<file path="config.mk">
export PLATFORM = sky130hd
export DESIGN_NAME = axi4_lite_slave_regfile
export DESIGN_NICKNAME = d
export VERILOG_FILES = /design/src/rtl/axi4_lite_slave_regfile.sv
export SDC_FILE = /design/constraint.sdc
export NUM_CORES = 1
export LEC_CHECK = 0
export CAP_MARGIN = 0
export CORE_AREA = 2 2 463 465
export DETAILED_ROUTE_END_ITERATION = 10
export DIE_AREA = 0 0 465 467
export RECOVER_POWER = 25
export SLEW_MARGIN = 20
export SYNTH_ARGS = -nofsm -noshare
export SYNTH_HDL_FRONTEND = slang
export SYNTH_SLANG_ARGS = --single-unit
export TNS_END_PERCENT = 10
</file>
<file path="constraint.sdc">
create_clock -name clk -period 2.3 [get_ports clk]
set_clock_uncertainty 0.15 [all_clocks]
set_input_delay 0.46 -clock clk [delete_from_list [all_inputs] [get_ports clk]]
set_output_delay 0.46 -clock clk [all_outputs]
set_load 0.05 [all_outputs]
</file>
<file path="src/rtl/axi4_lite_slave_regfile.sv">
// AXI4-Lite subordinate register bank: G_NB_REGS data-wide registers, each read/write or
// read-only (fed from reg_in), with byte strobes and SLVERR on bad index or read-only write.
module axi4_lite_slave_regfile #(
  parameter int                   G_AXI4_LITE_ADDR_WIDTH = 32,
  parameter int                   G_AXI4_LITE_DATA_WIDTH = 32,
  parameter int                   G_NB_REGS              = 16,
  parameter logic [G_NB_REGS-1:0] G_RO_MASK              = '0
) (
  input  logic                                          clk,
  input  logic                                          rst_n,
  input  logic                                          awvalid,
  input  logic [G_AXI4_LITE_ADDR_WIDTH-1:0]             awaddr,
  input  logic [2:0]                                    awprot,
  output logic                                          awready,
  input  logic                                          wvalid,
  input  logic [G_AXI4_LITE_DATA_WIDTH-1:0]             wdata,
  input  logic [G_AXI4_LITE_DATA_WIDTH/8-1:0]           wstrb,
  output logic                                          wready,
  output logic                                          bvalid,
  output logic [1:0]                                    bresp,
  input  logic                                          bready,
  input  logic                                          arvalid,
  input  logic [G_AXI4_LITE_ADDR_WIDTH-1:0]             araddr,
  input  logic [2:0]                                    arprot,
  output logic                                          arready,
  output logic                                          rvalid,
  output logic [G_AXI4_LITE_DATA_WIDTH-1:0]             rdata,
  output logic [1:0]                                    rresp,
  input  logic                                          rready,
  output logic [G_NB_REGS*G_AXI4_LITE_DATA_WIDTH-1:0]   reg_out,
  input  logic [G_NB_REGS*G_AXI4_LITE_DATA_WIDTH-1:0]   reg_in,
  output logic [G_NB_REGS-1:0]                          wr_pulse
);
  localparam int AW    = G_AXI4_LITE_ADDR_WIDTH;
  localparam int DW    = G_AXI4_LITE_DATA_WIDTH;
  localparam int SW    = DW / 8;
  localparam int ALIGN = $clog2(SW);
  localparam logic [1:0] RESP_OKAY   = 2'b00;
  localparam logic [1:0] RESP_SLVERR = 2'b10;

  typedef enum logic {WR_IDLE, WR_RESP} wr_state_e;
  typedef enum logic {RD_IDLE, RD_DATA} rd_state_e;

  wr_state_e               wr_state_q, wr_state_d;
  rd_state_e               rd_state_q, rd_state_d;
  logic                    aw_held_q, aw_held_d, w_held_q, w_held_d;
  logic [AW-1:0]           awaddr_q, awaddr_d;
  logic [DW-1:0]           wdata_q, wdata_d;
  logic [SW-1:0]           wstrb_q, wstrb_d;
  logic                    awready_q, awready_d, wready_q, wready_d;
  logic                    bvalid_q, bvalid_d;
  logic [1:0]              bresp_q, bresp_d;
  logic [G_NB_REGS-1:0]    wr_pulse_q, wr_pulse_d;
  logic [DW-1:0]           regs_q [G_NB_REGS];
  logic [DW-1:0]           regs_d [G_NB_REGS];
  logic                    arready_q, arready_d, rvalid_q, rvalid_d;
  logic [DW-1:0]           rdata_q, rdata_d;
  logic [1:0]              rresp_q, rresp_d;
  logic [AW-1:0]           aw_idx, ar_idx;
  logic                    unused_ok;

  // Word index: sub-word address bits are ignored, upper bits still take part in the range check.
  assign aw_idx    = awaddr_q >> ALIGN;
  assign ar_idx    = araddr >> ALIGN;
  assign unused_ok = ^{awprot, arprot, reg_in};

  // NOTE: every always_comb output gets a default first, otherwise a missed branch infers a latch.
  always_comb begin
    wr_state_d = wr_state_q;
    aw_held_d  = aw_held_q;
    w_held_d   = w_held_q;
    awaddr_d   = awaddr_q;
    wdata_d    = wdata_q;
    wstrb_d    = wstrb_q;
    bvalid_d   = bvalid_q;
    bresp_d    = bresp_q;
    wr_pulse_d = '0;
    regs_d     = regs_q;
    case (wr_state_q)
      WR_IDLE: begin
        if (awvalid && awready_q) begin
          awaddr_d  = awaddr;
          aw_held_d = 1'b1;
        end
        if (wvalid && wready_q) begin
          wdata_d  = wdata;
          wstrb_d  = wstrb;
          w_held_d = 1'b1;
        end
        if (aw_held_q && w_held_q) begin
          wr_state_d = WR_RESP;
          bvalid_d   = 1'b1;
          bresp_d    = RESP_SLVERR;
          for (int i = 0; i < G_NB_REGS; i++) begin
            if (aw_idx == AW'(i) && !G_RO_MASK[i]) begin
              bresp_d       = RESP_OKAY;
              wr_pulse_d[i] = 1'b1;
              for (int k = 0; k < SW; k++) begin
                if (wstrb_q[k]) regs_d[i][8*k +: 8] = wdata_q[8*k +: 8];
              end
            end
          end
        end
      end
      WR_RESP: begin
        if (bready) begin
          wr_state_d = WR_IDLE;
          bvalid_d   = 1'b0;
          aw_held_d  = 1'b0;
          w_held_d   = 1'b0;
        end
      end
    endcase
    awready_d = (wr_state_d == WR_IDLE) && !aw_held_d;
    wready_d  = (wr_state_d == WR_IDLE) && !w_held_d;
  end

  // NOTE: sequential state uses non-blocking assignments so every flop samples pre-edge values.
  always_ff @(posedge clk or negedge rst_n) begin
    if (!rst_n) begin
      wr_state_q <= WR_IDLE;
      aw_held_q  <= 1'b0;
      w_held_q   <= 1'b0;
      awaddr_q   <= '0;
      wdata_q    <= '0;
      wstrb_q    <= '0;
      awready_q  <= 1'b0;
      wready_q   <= 1'b0;
      bvalid_q   <= 1'b0;
      bresp_q    <= RESP_OKAY;
      wr_pulse_q <= '0;
      // NOTE: the register bank is reset too, software relies on zeroed control registers.
      for (int i = 0; i < G_NB_REGS; i++) regs_q[i] <= '0;
    end else begin
      wr_state_q <= wr_state_d;
      aw_held_q  <= aw_held_d;
      w_held_q   <= w_held_d;
      awaddr_q   <= awaddr_d;
      wdata_q    <= wdata_d;
      wstrb_q    <= wstrb_d;
      awready_q  <= awready_d;
      wready_q   <= wready_d;
      bvalid_q   <= bvalid_d;
      bresp_q    <= bresp_d;
      wr_pulse_q <= wr_pulse_d;
      regs_q     <= regs_d;
    end
  end

  // Reads sample regs_q, so a write committing on the same edge returns the old value.
  always_comb begin
    rd_state_d = rd_state_q;
    rvalid_d   = rvalid_q;
    rdata_d    = rdata_q;
    rresp_d    = rresp_q;
    case (rd_state_q)
      RD_IDLE: begin
        if (arvalid && arready_q) begin
          rd_state_d = RD_DATA;
          rvalid_d   = 1'b1;
          rdata_d    = '0;
          rresp_d    = RESP_SLVERR;
          for (int i = 0; i < G_NB_REGS; i++) begin
            if (ar_idx == AW'(i)) begin
              rresp_d = RESP_OKAY;
              rdata_d = G_RO_MASK[i] ? reg_in[i*DW +: DW] : regs_q[i];
            end
          end
        end
      end
      RD_DATA: begin
        if (rready) begin
          rd_state_d = RD_IDLE;
          rvalid_d   = 1'b0;
        end
      end
    endcase
    arready_d = (rd_state_d == RD_IDLE);
  end

  always_ff @(posedge clk or negedge rst_n) begin
    if (!rst_n) begin
      rd_state_q <= RD_IDLE;
      arready_q  <= 1'b0;
      rvalid_q   <= 1'b0;
      rdata_q    <= '0;
      rresp_q    <= RESP_OKAY;
    end else begin
      rd_state_q <= rd_state_d;
      arready_q  <= arready_d;
      rvalid_q   <= rvalid_d;
      rdata_q    <= rdata_d;
      rresp_q    <= rresp_d;
    end
  end

  for (genvar g = 0; g < G_NB_REGS; g++) begin : g_reg_out
    assign reg_out[g*DW +: DW] = G_RO_MASK[g] ? '0 : regs_q[g];
  end

  assign awready  = awready_q;
  assign wready   = wready_q;
  assign bvalid   = bvalid_q;
  assign bresp    = bresp_q;
  assign wr_pulse = wr_pulse_q;
  assign arready  = arready_q;
  assign rvalid   = rvalid_q;
  assign rdata    = rdata_q;
  assign rresp    = rresp_q;
endmodule
</file>
## Word-level counts from Yosys, hierarchy flattened

Cells that the tools add are included.

| operators by class | value |
|---|---|
| add/sub/neg operators | 0 |
| multiply operators | 0 |
| div/mod/pow operators | 0 |
| order comparisons | 0 |
| eq/ne operators | 34 |
| shift-type cells | 0 |
| mux-type cells | 84 |
| bitwise gates (word level) | 4 |
| reductions and logical operators | 80 |

Operators with widths:

| operator | number |
|---|---|
| $mux 32 | 16 |
| $eq 30x4->1 const B | 16 |
| $reduce_and 4->1 | 64 |
| $eq 30x3->1 const B | 8 |
| $eq 30x2->1 const B | 4 |
| $logic_not 32->1 | 2 |
| $mux 2 | 32 |
| $eq 30x1->1 const B | 2 |
| $mux 16 | 2 |
| $mux 1 | 28 |
| $pmux 1 s2 | 6 |
| $reduce_and 2->1 | 6 |
| $ne 2x2->1 const B | 4 |
| $logic_and 1x1->1 | 6 |
| $not 1->1 | 4 |
| $logic_not 1->1 | 2 |

| word-level totals | value |
|---|---|
| bits in registers | 641 |
| latch bits | 0 |
| RAM bits | 0 |
| memory bits (read-only) | 0 |
| input bits | 625 |
| output and inout port bits | 569 |
| word-level logic and storage cells | 282 |
| memories | 0 |

## Logic depth before layout (Yosys ltp)

| depth | value |
|---|---|
| word-level depth | 17 |
| gate-level depth with buffers | 11 |
| mapped depth without buffers | 7 |

## Worst setup path after synthesis

No wires, ideal clock.

| timing | value |
|---|---|
| path type | input -> register |
| from | input port araddr[19] |
| to | register rdata_q[26], in the netlist rdata[26] |
| arrival time | 2.917 ns |
| path slack | -0.844 ns |
| stages on the path | 9 |
| path through | or4_1 buf_2 or3_4 buf_6 nor4_4 o2bb2ai_2 a221oi_1 or4_1 a21oi_1 |

| on the way | value |
|---|---|
| cells in the longest elaborated chain, start to end | 17 |
| elaborated cells between the ends (all ways) | 32 |
| those cells by class | 15 x eq/ne; 16 x mux; 1 x reduce/logical |

RTL lines:

| what | RTL line | source |
|---|---|---|
| start, declared | 23 | `input logic [G_AXI4_LITE_ADDR_WIDTH-1:0] araddr,` |
| $logic_not 32->1 | 164 | `if (ar_idx == AW'(i)) begin` |
| $mux 32 (15 in a row) | 164 |  |
| $mux 32 (*) | 164 |  |
| end signal, assigned | 192 | `rdata_q <= rdata_d;` |
| end, declared | 57 | `logic [DW-1:0] rdata_q, rdata_d;` |

Every way passes the cells marked *; elsewhere a longest branch is shown, timed or not.
A chain may end at the register's enable or synchronous reset.

## Final worst setup path

| timing | value |
|---|---|
| from | input port araddr[6] |
| to | register rdata_q[16], in the netlist rdata[16] |

Same word-level chain as after synthesis.

==> impl_metrics.csv <==
group,metric,value,unit
outcome,status,"finished, violations left",
outcome,violations,"negative setup slack",
power_and_ir_drop,seqPwrFrac,37.3,%
die,fp-row-count,169,
power_and_ir_drop,p_comb_share,24.3,%
placement,post-dp-hpwl,174.8,mm
yosys,synthFlopType,"dfrtp_1",
power_and_ir_drop,p_leak,22.77,nW
placement,place_congestion,0.9714,
power_and_ir_drop,power.density,726.5,nW/µm²
setup_path,required,2760,ps
yosys,netlist_top_cells_area,"dfrtp_1 56%, mux2_2 23%, nand2_1 2.0%",
setup_path,critPathLaunch,"araddr[6]",
yosys,syn_area,28430,µm²
drt,drt_first_pass_iters,6,
clock_network,path_clk_slew,80,ps
setup_path,worstReg2RegEnd,"reg_out[6]",
setup_path,reg2reg_from,"awaddr_q[13]",
sta,finalCriticalPeriod,2754,ps
yosys,synth_edf_count,0,
setup_path,reg2regPathDepth,12,
finish,multi_input_area,13790,µm²
drt,avgRoutedWirePerCell,33.10,µm
clock_network,clock_sinks,637,
clock_network,clockBufferDepth,3,
power_and_ir_drop,p_sw_share,35.56,%
die,start_util,13.43,%
die,ios,1194,
yosys,synthDistinctLibCells,73,
yosys,ys_ff_latch,637,
yosys,synthCells,2218,
power_and_ir_drop,p_sw,12.32,mW
clock_network,clock-root-buffer,"clkbuf_16",
power_and_ir_drop,irDropWorstVdd,779.5,µV
run,max_cap_violations,0,
drt,wl,211.6,mm
yosys,synth_top_area_share,56.07,%
global_routing,grt_pass1_wl,274.6,mm
finish,n_fill_cell,22610,
sta,post-route-period-util,119.7,%
sta,rsz0062_at_grt,"yes",
clock_network,cts_tree,"done",
placement,post-place-ws,-2201,ps
global_routing,grt_usage,18.86,%
global_routing,overflow,0,
yosys,synth_top_area_cell,"dfrtp_1",
power_and_ir_drop,pwr-share-clk,38.4,%
finish,final_nets,4109,
yosys,syn_avg_cell_area,12.82,µm²
finish,regArea,15940,µm²
finish,layoutNonFillerInstCount,6392,
setup_path,endpoint,"rdata[16]",
setup_path,path_class,"primary input to flop",
sta,slew_headroom,34.20,%
global_routing,antenna_found_initial,28,
drt,num_vias,27180,
sta,slew_violations,0,
clock_network,clk_latency,700,ps
finish,areaGrowthSynthToFinish,67.78,%
global_routing,grt_pass1_vias,27210,
setup_path,startpoint_type,"primary input",
clock_network,h-tree-depth,3,
placement,port_buffers,669,
die,die_area,217200,µm²
yosys,synthTopCellsByCount,"637 x dfrtp_1, 593 x mux2_2, 153 x nand2_1, 100 x clkbuf_1, 96 x nor2_1",
sta,fin_ws,-454.0,ps
finish,fin_util,22.53,%
placement,dp.cells,6137,
global_routing,grt_max_degree,96,
finish,drive_gt1_share,62.73,%
die,fp.dieH,467,µm
sta,tightest_slew,987.0,ps
sta,finalSetupTns,-174740,ps
drt,drc,0,
setup_path,cp.arrival,3210,ps
sta,hold_violations,0,
yosys,async_reset_ff_share,100.0,%
worst_hold_path,hold_class,"primary input to flop",
yosys,yosysMostFrequentCell,"dfrtp_1",
sta,final-setup-viol-count,660,
die,coreArea,211700,µm²
sta,fmax,0.3631,GHz
setup_path,cp_max_fo,3,
setup_path,end_kind,"flop",
yosys,synth.yosys.seq_area_share,56.07,%
setup_path,reg2reg_slack,-430,ps
yosys,ys_warn_count,0,
drt,detail-route-antenna-nets,0,
clock_network,cts_buffers,74,
die,die_w,465,µm
drt,avgViaCountPerCell,4.253,
power_and_ir_drop,p_int,22.33,mW
drt,drt_first_iter_violations,3118,
[worst min-delay path by stage]
stage / cells after the start / start / to / slack, ps
after floorplan: 0 / rst_n / arready / 10
after global placement: 1 / rst_n / wdata_q[18] / 210
after detailed placement: 1 / rst_n / wdata_q[18] / 210
after CTS: 2 / rst_n / reg_out[80] / 50
after global routing: 2 / awaddr[27] / awaddr_q[27] / 180
final: 2 / awaddr[27] / awaddr_q[27] / 220
[sequential cells by signal (all words and copies together) (netlist names), 4 cells and up]
register  count
wdata_q      32
wstrb_q       4
rdata        32
awaddr_q     30
wr_pulse     16
reg_out     512
[layout by cell type (no fill, tap or decap), types with 18 or more instances in the layout]
| master | n |
|---|---|
| o21ai_0 | 56 |
| mux2_2 | 588 |
| nand4_1 | 20 |
| clkbuf_16 | 75 |
| mux2i_1 | 23 |
| clkbuf_8 | 21 |
| nor2_4 | 18 |
| dfrtp_1 | 636 |
| clkdlybuf4s50_1 | 78 |
| nand2_2 | 29 |
| buf_8 | 18 |
| o21ai_1 | 20 |
| diode_2 | 29 |
| nor2_1 | 70 |
| nand2_1 | 97 |
| nand2_4 | 22 |
| a21oi_2 | 18 |
| a21oi_1 | 47 |
| buf_6 | 129 |
| buf_12 | 68 |
| o22ai_1 | 25 |
| buf_4 | 988 |
| nor4_4 | 20 |
[worst max-delay path, stage by stage]
cell and delay [ps]:
buf_4 150, or4_4 640, nor4_4 320, buf_4 190, buf_4 120, buf_4 110, buf_4 100, a221o_1 300
a211oi_2 140, o311ai_4 400, a21oi_1 120, o21ai_1 130
[logic make-up after synthesis]
logic type,count (synthesis),share of synthesized area [%]
other cells,1,0.01319
simple gates,420,7.324
buf+inv,138,1.928
compound gates,398,9.727
flops,637,56.07
mux,624,24.93
[power by group through the flow]
stage	combinational, mW	clock, mW	sequential (mW)
2_1_floorplan	2.30	0	13.7
3_3_place_gp	7.82	0	13.1
3_5_place_dp	7.88	0	13.1
4_1_cts	8.19	13.5	12.9
5_1_grt	8.72	14.0	13.0
6_report	8.42	13.3	12.9
[metal layers]
metal	up-vias	global-route usage [%]	part of all wire, %
met5	-	0	0.019
met4	6	6.454	4.1
met3	269	6.696	11
met2	1530	28.79	43
met1	14410	24.53	42
li1	10970	-	-
[cell type report]
cell class / count / area share, %
sequential: 637 / 33.42
clock buffer: 104 / 4.604
timing repair buffer: 1314 / 24.38
multi-input combinational: 1445 / 28.91
inverter: 12 / 0.09706
tap: 2821 / 7.401
clock inverter: 30 / 1.031
antenna: 29 / 0.1522
[stage by stage]
step           instance area (µm²)  power, mW  hold WS (ps)
2_1_floorplan                28580      15.98         14.41
3_5_place_dp                 41760      20.98         207.0
6_report                     47690      34.65         217.0
5_1_grt                      47680      35.74         178.4
3_3_place_gp                 41760      20.89         207.6
4_1_cts                      47200      34.64         51.42
[what timing repair did]
item,4_1_cts,5_1_grt
hold endpoints to repair,360,0
hold buffers,1,0
cloned,6,0
buffers inserted,90,7
pin swaps,146,26
gates resized for setup,502,109
setup endpoints to repair,548,551
No activity file was read; power rests on OpenSTA's default activity.
